### src/rtl/seg7_scan_display_n.sv
// Multiplexed NDIG-digit 7-segment hex driver with double-buffered load,
// decimal points, leading-zero blanking, blink, selectable polarity and a frame tick.
module seg7_scan_display_n #(
   parameter int NDIG         = 8,
   parameter int DIV          = 100000,
   parameter int BLINK_FRAMES = 64,
   parameter int ACTIVE_LOW   = 1
) (
   input  logic              clk_g,
   input  logic              rst_n,
   input  logic              start,
   input  logic              load,
   input  logic [4*NDIG-1:0] value,
   input  logic [NDIG-1:0]   dp_mask,
   input  logic [NDIG-1:0]   blink_mask,
   input  logic              blank_lz,
   output logic [NDIG-1:0]   led_en,
   output logic [6:0]        led_seg,
   output logic              led_dp,
   output logic              frame_tick
);
   localparam int CW = $clog2(DIV);
   localparam int IW = (NDIG > 1) ? $clog2(NDIG) : 1;
   localparam int FW = (BLINK_FRAMES > 1) ? $clog2(BLINK_FRAMES) : 1;
   localparam logic OFF = (ACTIVE_LOW != 0);
   localparam logic INV = (ACTIVE_LOW == 0);
   localparam logic [CW-1:0] CNT_LAST = CW'(DIV - 1);
   localparam logic [IW-1:0] IDX_LAST = IW'(NDIG - 1);
   localparam logic [FW-1:0] FRM_LAST = FW'(BLINK_FRAMES - 1);

   typedef enum logic {S_IDLE, S_RUN} state_t;
   state_t r_state, w_state_nxt;

   logic [CW-1:0]     r_cnt;
   logic [IW-1:0]     r_idx;
   logic              r_shown;
   logic [4*NDIG-1:0] r_pend_val, r_act_val;
   logic [NDIG-1:0]   r_pend_dp, r_pend_blk, r_act_dp, r_act_blk;
   logic              r_pend_flag;
   logic [FW-1:0]     r_frm;
   logic              r_phase;
   logic [NDIG-1:0]   r_en;
   logic [6:0]        r_seg;
   logic              r_dp, r_tick;

   logic              w_run, w_tc, w_bound, w_phase_nxt, w_zero, w_blank, w_dark, w_dp_al;
   logic [IW-1:0]     w_idx_nxt;
   logic [FW-1:0]     w_frm_nxt;
   logic [4*NDIG-1:0] w_act_val;
   logic [NDIG-1:0]   w_act_dp, w_act_blk, w_lz, w_en_al;
   logic [3:0]        w_nib;
   logic [6:0]        w_seg_al;

   function automatic logic [6:0] f_decode(input logic [3:0] n);
      unique case (n)
         4'h0: f_decode = 7'b0000001;
         4'h1: f_decode = 7'b1001111;
         4'h2: f_decode = 7'b0010010;
         4'h3: f_decode = 7'b0000110;
         4'h4: f_decode = 7'b1001100;
         4'h5: f_decode = 7'b0100100;
         4'h6: f_decode = 7'b0100000;
         4'h7: f_decode = 7'b0001111;
         4'h8: f_decode = 7'b0000000;
         4'h9: f_decode = 7'b0000100;
         4'hA: f_decode = 7'b0001000;
         4'hB: f_decode = 7'b1100000;
         4'hC: f_decode = 7'b0110001;
         4'hD: f_decode = 7'b1000010;
         4'hE: f_decode = 7'b0110000;
         4'hF: f_decode = 7'b0111000;
      endcase
   endfunction

   always_comb begin
      w_state_nxt = r_state;
      if (r_state == S_IDLE && start) w_state_nxt = S_RUN;
   end

   always_comb begin
      w_run     = (r_state == S_RUN);
      w_tc      = w_run && (r_cnt == CNT_LAST);
      // Until the first slot has been shown, the first terminal count selects digit 0.
      w_idx_nxt = (!r_shown || r_idx == IDX_LAST) ? '0 : r_idx + IW'(1);
      w_bound   = w_tc && (w_idx_nxt == '0);

      w_act_val = r_act_val;
      w_act_dp  = r_act_dp;
      w_act_blk = r_act_blk;
      if (load && (!w_run || w_bound)) begin
         w_act_val = value;
         w_act_dp  = dp_mask;
         w_act_blk = blink_mask;
      end else if (w_bound && r_pend_flag) begin
         w_act_val = r_pend_val;
         w_act_dp  = r_pend_dp;
         w_act_blk = r_pend_blk;
      end

      w_frm_nxt   = r_frm;
      w_phase_nxt = r_phase;
      if (w_bound) begin
         if (r_frm == FRM_LAST) begin
            w_frm_nxt   = '0;
            w_phase_nxt = ~r_phase;
         end else begin
            w_frm_nxt = r_frm + FW'(1);
         end
      end
   end

   // Slot contents are decoded from the buffer/phase as they will be after this edge.
   always_comb begin
      w_zero = 1'b1;
      w_lz   = '0;
      for (int k = NDIG - 1; k >= 0; k--) begin
         w_zero  = w_zero && (w_act_val[4*k +: 4] == 4'h0);
         w_lz[k] = w_zero;
      end
      w_nib    = w_act_val[{w_idx_nxt, 2'b00} +: 4];
      w_blank  = blank_lz && (w_idx_nxt != '0) && w_lz[w_idx_nxt];
      w_dark   = w_phase_nxt && w_act_blk[w_idx_nxt];
      w_seg_al = (w_dark || w_blank) ? 7'h7F : f_decode(w_nib);
      w_dp_al  = w_dark ? 1'b1 : ~w_act_dp[w_idx_nxt];
      w_en_al  = ~(NDIG'(1) << w_idx_nxt);
   end

   always_ff @(posedge clk_g or negedge rst_n) begin
      if (!rst_n) r_state <= S_IDLE;
      else        r_state <= w_state_nxt;
   end

   always_ff @(posedge clk_g or negedge rst_n) begin
      if (!rst_n) begin
         r_cnt       <= '0;
         r_idx       <= '0;
         r_shown     <= 1'b0;
         r_pend_val  <= '0;
         r_pend_dp   <= '0;
         r_pend_blk  <= '0;
         r_pend_flag <= 1'b0;
         r_act_val   <= '0;
         r_act_dp    <= '0;
         r_act_blk   <= '0;
         r_frm       <= '0;
         r_phase     <= 1'b0;
         r_en        <= {NDIG{OFF}};
         r_seg       <= {7{OFF}};
         r_dp        <= OFF;
         r_tick      <= 1'b0;
      end else begin
         r_cnt     <= (!w_run || w_tc) ? '0 : r_cnt + CW'(1);
         r_act_val <= w_act_val;
         r_act_dp  <= w_act_dp;
         r_act_blk <= w_act_blk;
         r_frm     <= w_frm_nxt;
         r_phase   <= w_phase_nxt;
         if (load && w_run && !w_bound) begin
            r_pend_val  <= value;
            r_pend_dp   <= dp_mask;
            r_pend_blk  <= blink_mask;
            r_pend_flag <= 1'b1;
         end else if (w_bound) begin
            r_pend_flag <= 1'b0;
         end
         r_tick <= w_bound;
         if (w_tc) begin
            r_idx   <= w_idx_nxt;
            r_shown <= 1'b1;
            r_en    <= w_en_al ^ {NDIG{INV}};
            r_seg   <= w_seg_al ^ {7{INV}};
            r_dp    <= w_dp_al ^ INV;
         end
      end
   end

   assign led_en     = r_en;
   assign led_seg    = r_seg;
   assign led_dp     = r_dp;
   assign frame_tick = r_tick;
endmodule

### config.mk
export PLATFORM = sky130hd
export DESIGN_NAME = seg7_scan_display_n
export DESIGN_NICKNAME = d
export VERILOG_FILES = /design/src/rtl/seg7_scan_display_n.sv
export SDC_FILE = /design/constraint.sdc
export NUM_CORES = 1
export LEC_CHECK = 0
export ABC_AREA = 1
export CAP_MARGIN = 15
export CORE_MARGIN = 2
export CORE_UTILIZATION = 62
export DETAILED_ROUTE_END_ITERATION = 16
export GPL_ROUTABILITY_DRIVEN = 0
export PLACE_DENSITY_LB_ADDON = 0.08
export SYNTH_ARGS = -nofsm -noshare
export SYNTH_HDL_FRONTEND = slang
export SYNTH_SLANG_ARGS = --single-unit
### constraint.sdc
create_clock -name clk_g -period 5.8 [get_ports clk_g]
set_input_delay 1.45 -clock clk_g [delete_from_list [all_inputs] [get_ports clk_g]]
set_output_delay 1.45 -clock clk_g [all_outputs]
set_load 0.005 [all_outputs]
; ---- After elaboration in Yosys (flattened, before gate mapping)
; Memories as Yosys holds them, arrays and structs flattened.
; Cells that the tools add are included.
[op_classes]
addsub = 3
magnitude_cmp = 1
n_eq_ne = 3
n_shift = 2
muxes = 21
n_bitwise = 4
reduce_logical = 35
[op_table]
columns = operator, count
row1 = 2-to-1 mux 32 bit, 2
row2 = zero test 4 bit, 8
row3 = 2-to-1 mux 8 bit, 4
row4 = indexed part select 32 x 6 -> 4 bit, 1
row5 = adder 17 x 1 -> 17 bit (second input constant), 1
row6 = equality test 17 bit (second input constant), 1
row7 = logical AND 1 bit, 17
row8 = 2-to-1 mux 17 bit, 1
row9 = binary-select mux 1 bit (select 3 bit), 3
row10 = 2-to-1 mux 1 bit, 8
row11 = NOT 8 bit, 1
row12 = left shift 1 x 3 -> 8 bit (first input constant), 1
row13 = 2-to-1 mux 7 bit, 1
row14 = adder 6 x 1 -> 6 bit (second input constant), 1
row15 = equality test 6 bit (second input constant), 1
row16 = 2-to-1 mux 6 bit, 1
row17 = logical OR 1 bit, 4
row18 = < comparator 3 x 4 -> 1 bit (second input constant), 1
row19 = adder 3 x 1 -> 3 bit (second input constant), 1
row20 = equality test 3 bit (second input constant), 1
row21 = zero test 1 bit, 3
row22 = zero test 3 bit, 1
row23 = 2-to-1 mux 3 bit, 1
row24 = NOT 1 bit, 3
row25 = 2 further kinds, 2
[word_totals]
ff_bits = 143
mem_bits_ro = 112
out_inout_bits = 17
wordCells = 87
n_memories = 1
[mem_list]
columns = memory, words, word_bits, rd, rd_clocked_by_memory_dff, wr, line
row1 = (name not given), 16, 7, 1, 0, 0, 55  ; unique case (n)

; ---- Longest topological paths before layout
[logic_depth]
depth_word = 21
ltp_mapped = 28
depth_no_buf = 26

; ---- Worst setup path after synthesis
; Ideal clock, no wire load.
[synth_timing]
kind = input port to flip-flop
start = input port load
end = register r_seg[6], in the netlist led_seg[6]
setup_ps = 67
arrival_time_ps = 2967
required_time_ps = 5733
path_slack_ps = 2766
path_stages = 20
path_cell_list = nand2_2 -> inv_2 -> buf_6 -> buf_6 -> nand2_1 -> nand2_1 -> inv_2 -> nand2_1 -> nand2_1 -> nor2_1 -> nand2_1 -> nand2_2 -> inv_1 -> ha_1 -> inv_1 -> a21oi_1 -> nand2_1 -> nand2_1 -> nor2_1 -> nor2_1
[synth_via]
elab_chain_cells = 15
word_cells_on_any_way = 28
classes_between = shift: 1 / mux: 7 / reduce/logical: 19 / memory: 1
[synth_rtl]
columns = element, line
row1 = from (decl), 12  ; input logic load,
row2 = logical AND 1 bit *, 90  ; if (load && (!w_run || w_bound)) begin
row3 = 2-to-1 mux 32 bit *, 90
row4 = named net w_act_val[28], 49  ; logic [4*NDIG-1:0] w_act_val;
row5 = branches (longest 12 deep; another with memory (16 x 7 bit)), --
row6 = 2-to-1 mux 7 bit *, 123  ; w_seg_al = (w_dark || w_blank) ? 7'h7F : f_decode(w_nib);
row7 = to (signal assigned), 148  ; r_seg <= {7{OFF}};
row8 = to (signal assigned), 171  ; r_seg <= w_seg_al ^ {7{INV}};
row9 = to (decl), 43  ; logic [6:0] r_seg;
; Mark *: on every way through the listed nets, which the timed path passes. The select of a mux whose other input is x is not followed.
; A chain may end at the register's enable or synchronous reset.

; ---- Worst setup path in the final report
[layout_timing]
start = register r_idx[0]
end = register r_seg[3], in the netlist led_seg[3]
[layout_via]
elab_chain_cells = 21
word_cells_on_any_way = 41
classes_between = add/sub: 1 / eq/ne: 1 / shift: 1 / mux: 11 / reduce/logical: 26 / memory: 1
[layout_rtl]
columns = element, line
row1 = from (decl), 35  ; logic [IW-1:0] r_idx;
row2 = from (signal assigned), 168  ; r_idx <= w_idx_nxt;
row3 = branches (longest 2 deep; another with adder 3 x 1 -> 3 bit), --
row4 = 2-to-1 mux 3 bit *, 84  ; w_idx_nxt = (!r_shown || r_idx == IDX_LAST) ? '0 : r_idx + IW'(1);
row5 = branches (longest 17 deep; another with memory (16 x 7 bit)), --
row6 = 2-to-1 mux 7 bit *, 123
; Every way passes the cells marked *. The select of a mux whose other input is x is not followed.

==> load_flow_metrics.sql <==
INSERT INTO impl_metrics (metric_group, metric, value, unit) VALUES
('status', 'outcome', 'completed', ''),
('global_route', 'track_usage', '30.0', '%'),
('setup_path', 'timing_worst_setup_path_type', 'reg2reg', ''),
('clock_network', 'root_buffer', 'clkbuf_16', ''),
('sta', 'period_share', '71.0', '%'),
('cells_and_area', 'final_core_utilization', '74.5', '%'),
('global_route', 'grt_start_max_net_pins', '111', ''),
('floorplan', 'chipWidth', '115', 'um'),
('clock_network', 'post_cts_resize_count', '0', ''),
('sta', 'timing_worst_slew_pin_value', '0.976', 'ns'),
('cells_and_area', 'multiInputGateArea', '3300', 'um^2'),
('routing', 'tritonroute_pass_1_iters', '6', ''),
('cells_and_area', 'antennaDiodeCount', '0', ''),
('global_route', 'grt_pass1_wl', '30.4', 'mm'),
('sta', 'setup_total_negative_slack', '0', 'ns'),
('clock_network', 'cts.hold.buffers_added', '0', ''),
('yosys', 'synth-async-reset-ratio', '100', '%'),
('place', 'detailed_place_hpwl', '12.2', 'mm'),
('pwr', 'power.share.clock', '44.9', '%'),
('sta', 'timing_max_transition_violations_final', '0', ''),
('sta', 'timing.final.ws_setup', '1.68', 'ns'),
('place', 'pre_cts_ws', '1.58', 'ns'),
('hold_path', 'hold_path.startpoint', 'r_cnt[0]$_DFF_PN0_', ''),
('yosys', 'postSynth.topFlopCell', 'dfrtp_1', ''),
('yosys', 'synth.lib_cells_used.distinct', '50', ''),
('floorplan', 'die-area', '13100', 'um^2'),
('routing', 'drt_wl_total', '18.3', 'mm'),
('yosys', 'synthesis.nets', '1031', ''),
('sta', 'finalClockSkew', '0.00784', 'ns'),
('hold_path', 'min_path_type', 'reg2reg', ''),
('sta', 'setup_violations', '0', ''),
('cells_and_area', 'nNetsFinal', '1089', ''),
('sta', 'timing.fmax', '0.243', 'GHz'),
('clock_network', 'numClockSinks', '143', ''),
('floorplan', 'die_h', '115', 'um'),
('routing', 'detail_route.wl_per_cell', '15.5', 'um'),
('yosys', 'synth_compound_gate_area_share', '9.43', '%'),
('hold_path', 'worstHoldEndpoint', 'r_cnt[0]$_DFF_PN0_', ''),
('cells_and_area', 'syn_to_final_growth', '17.6', '%'),
('yosys', 'area_share_of_fa_ha_maj_cells_after_synthesis', '1.65', '%'),
('setup_path', 'cp-start-kind', 'flop', ''),
('pwr', 'pwr-share-comb', '10.9', '%'),
('routing', 'drtAntennaViolNets', '0', ''),
('yosys', 'ys_seq_area_share', '47.5', '%'),
('floorplan', 'placeableCoreArea', '12000', 'um^2'),
('setup_path', 'rr_worst_depth', '23', ''),
('yosys', 'synth-seq-cells', '143', ''),
('setup_path', 'data_arrival_critical_path', '4.48', 'ns'),
('setup_path', 'r2r-start', 'r_idx[0]$_DFFE_PN0P_', ''),
('hold_path', 'min_delay_path_depth', '1', ''),
('floorplan', 'initial_core_utilization', '63.4', '%'),
('yosys', 'synthSimpleGateAreaFrac', '31.1', '%'),
('clock_network', 'post_cts_setup_buffer_count', '0', ''),
('setup_path', 'worst_ep_required_time', '6.16', 'ns'),
('routing', 'vias', '6504', ''),
('routing', 'avgViaCountPerCell', '5.48', ''),
('floorplan', 'io-pin-count', '70', ''),
('clock_network', 'insertion_delay', '0.43', 'ns'),
('clock_network', 'cts_max_path_bufs', '2', ''),
('cells_and_area', 'filler_cell_count', '939', ''),
('pwr', 'post-layout-total-power', '2540', 'uW'),
('routing', 'first_iter_violations', '555', ''),
('yosys', 'netlist_top_cells_area', 'dfrtp_1, nand2_1, dfstp_2, inv_1, nand3_1', ''),
('sta', 'hold_viol_final', '0', ''),
('job', 'max_cap_viol_count', '0', ''),
('global_route', 'antenna_found_initial', '0', ''),
('setup_path', 'r2r_setup_slack', '1.68', 'ns'),
('pwr', 'total_switching_power', '624', 'uW'),
('clock_network', 'cts_made_buffers', '17', ''),
('yosys', 'yosys.area_share.xor_xnor', '0.677', '%'),
('setup_path', 'crit_path_max_fanout', '57', '');
## layer usage
metal  track usage, %  vias to the layer above  part of all wire (%)
met5                0                        -                     0
met4             11.1                        0                   1.9
met3             7.20                       36                   6.1
met2             48.6                      212                    48
met1             39.5                     3053                    44
li1                 -                     3203                     -
## cell families after synthesis
kind of cell / after synthesis
buffers and inverters: 161
multiplexers: 4
AO/OA/AOI/OAI: 123
XOR/XNOR: 5
adder cells (fa/ha/maj): 10
flip-flops: 143
AND/OR/NAND/NOR: 522
## cells in the final DEF, fill, tap and decap left out, types with 14 or more instances in the layout
cell type and n:
a21oi_1 26, clkbuf_16 17, clkdlybuf4s50_1 68, dfrtp_1 127, dfstp_2 16, inv_1 110
nand2_1 259, nand2_2 14, nand3_1 75, nand4_1 14, nor2_1 101, nor3_1 14
o211ai_1 14, o21ai_0 56
## how the worst max path moves through the flow
stage	end	cells past startpoint	slack, ns
after global placement	led_seg[6]$_DFFE_PN1P_	18	1.64
after CTS	led_seg[6]$_DFFE_PN1P_	24	1.72
final	led_seg[3]$_DFFE_PN1P_	23	1.68
after global routing	led_seg[6]$_DFFE_PN1P_	22	1.29
after floorplan	led_seg[6]$_DFFE_PN1P_	20	2.77
after detailed placement	led_seg[6]$_DFFE_PN1P_	18	1.58
## worst max-delay path, cell delays in order, from the launching register on
cell     delay [ns]
dfrtp_1        0.41
ha_1           0.22
ha_1           0.30
inv_1          0.12
nor2_4         0.34
inv_2          0.20
nand2_4        0.15
o21ai_2        0.07
nand2_2        0.08
buf_4          0.53
o21ai_0        0.25
o21ai_0        0.22
nor2_1         0.06
nor2_1         0.11
nand2_1        0.09
nand2_2        0.14
inv_2          0.08
ha_1           0.21
nand3_1        0.13
nand2_1        0.07
nand2_1        0.05
nand2_1        0.05
nor2_1         0.09
nor2_1         0.05
## synthesized netlist by cell type, types with 7 or more instances
cell      number
a21oi_1       26
and2_1         8
buf_2          9
buf_4          7
clkbuf_1      13
dfrtp_1      127
dfstp_2       16
ha_1          10
inv_1        110
inv_2         11
nand2_1      259
nand2_2       14
nand3_1       76
nand4_1       14
nor2_1       101
nor3_1        14
o211ai_1      14
o21ai_0       56
## state kept, by name (all words and copies together) (netlist names)
register     count
r_act_val       32
r_pend_val      32
r_cnt           17
led_en           8
r_act_blk        8
r_act_dp         8
r_pend_blk       8
r_pend_dp        8
led_seg          7
r_frm            6
r_idx            3
frame_tick       1
led_dp           1
r_pend_flag      1
r_phase          1
r_shown          1
r_state          1
## stage by stage
step	std cells	cell area, um^2
floorplan	968	7580
global placement	1154	8300
detailed placement	1154	8300
CTS	1186	8920
global route	1186	8920
finish	1186	8920
## power groups by stage
stage	registers [uW]	logic [uW]	clock network, uW
global route	1130	318	1190
CTS	1120	278	1150
detailed placement	1140	275	0
global placement	1140	269	0
floorplan	1130	181	0
finish	1120	276	1140
## area by class of cell
type                            instances  area share, %
Clock inverter                         11           1.53
Inverter                              122           5.14
Timing Repair Buffer                   78           8.52
Sequential cell                       143           40.4
Tap cell                              147           2.06
Multi-Input combinational cell        664           37.0
Clock buffer                           21           5.39
No activity file was read; power rests on OpenSTA's default activity.
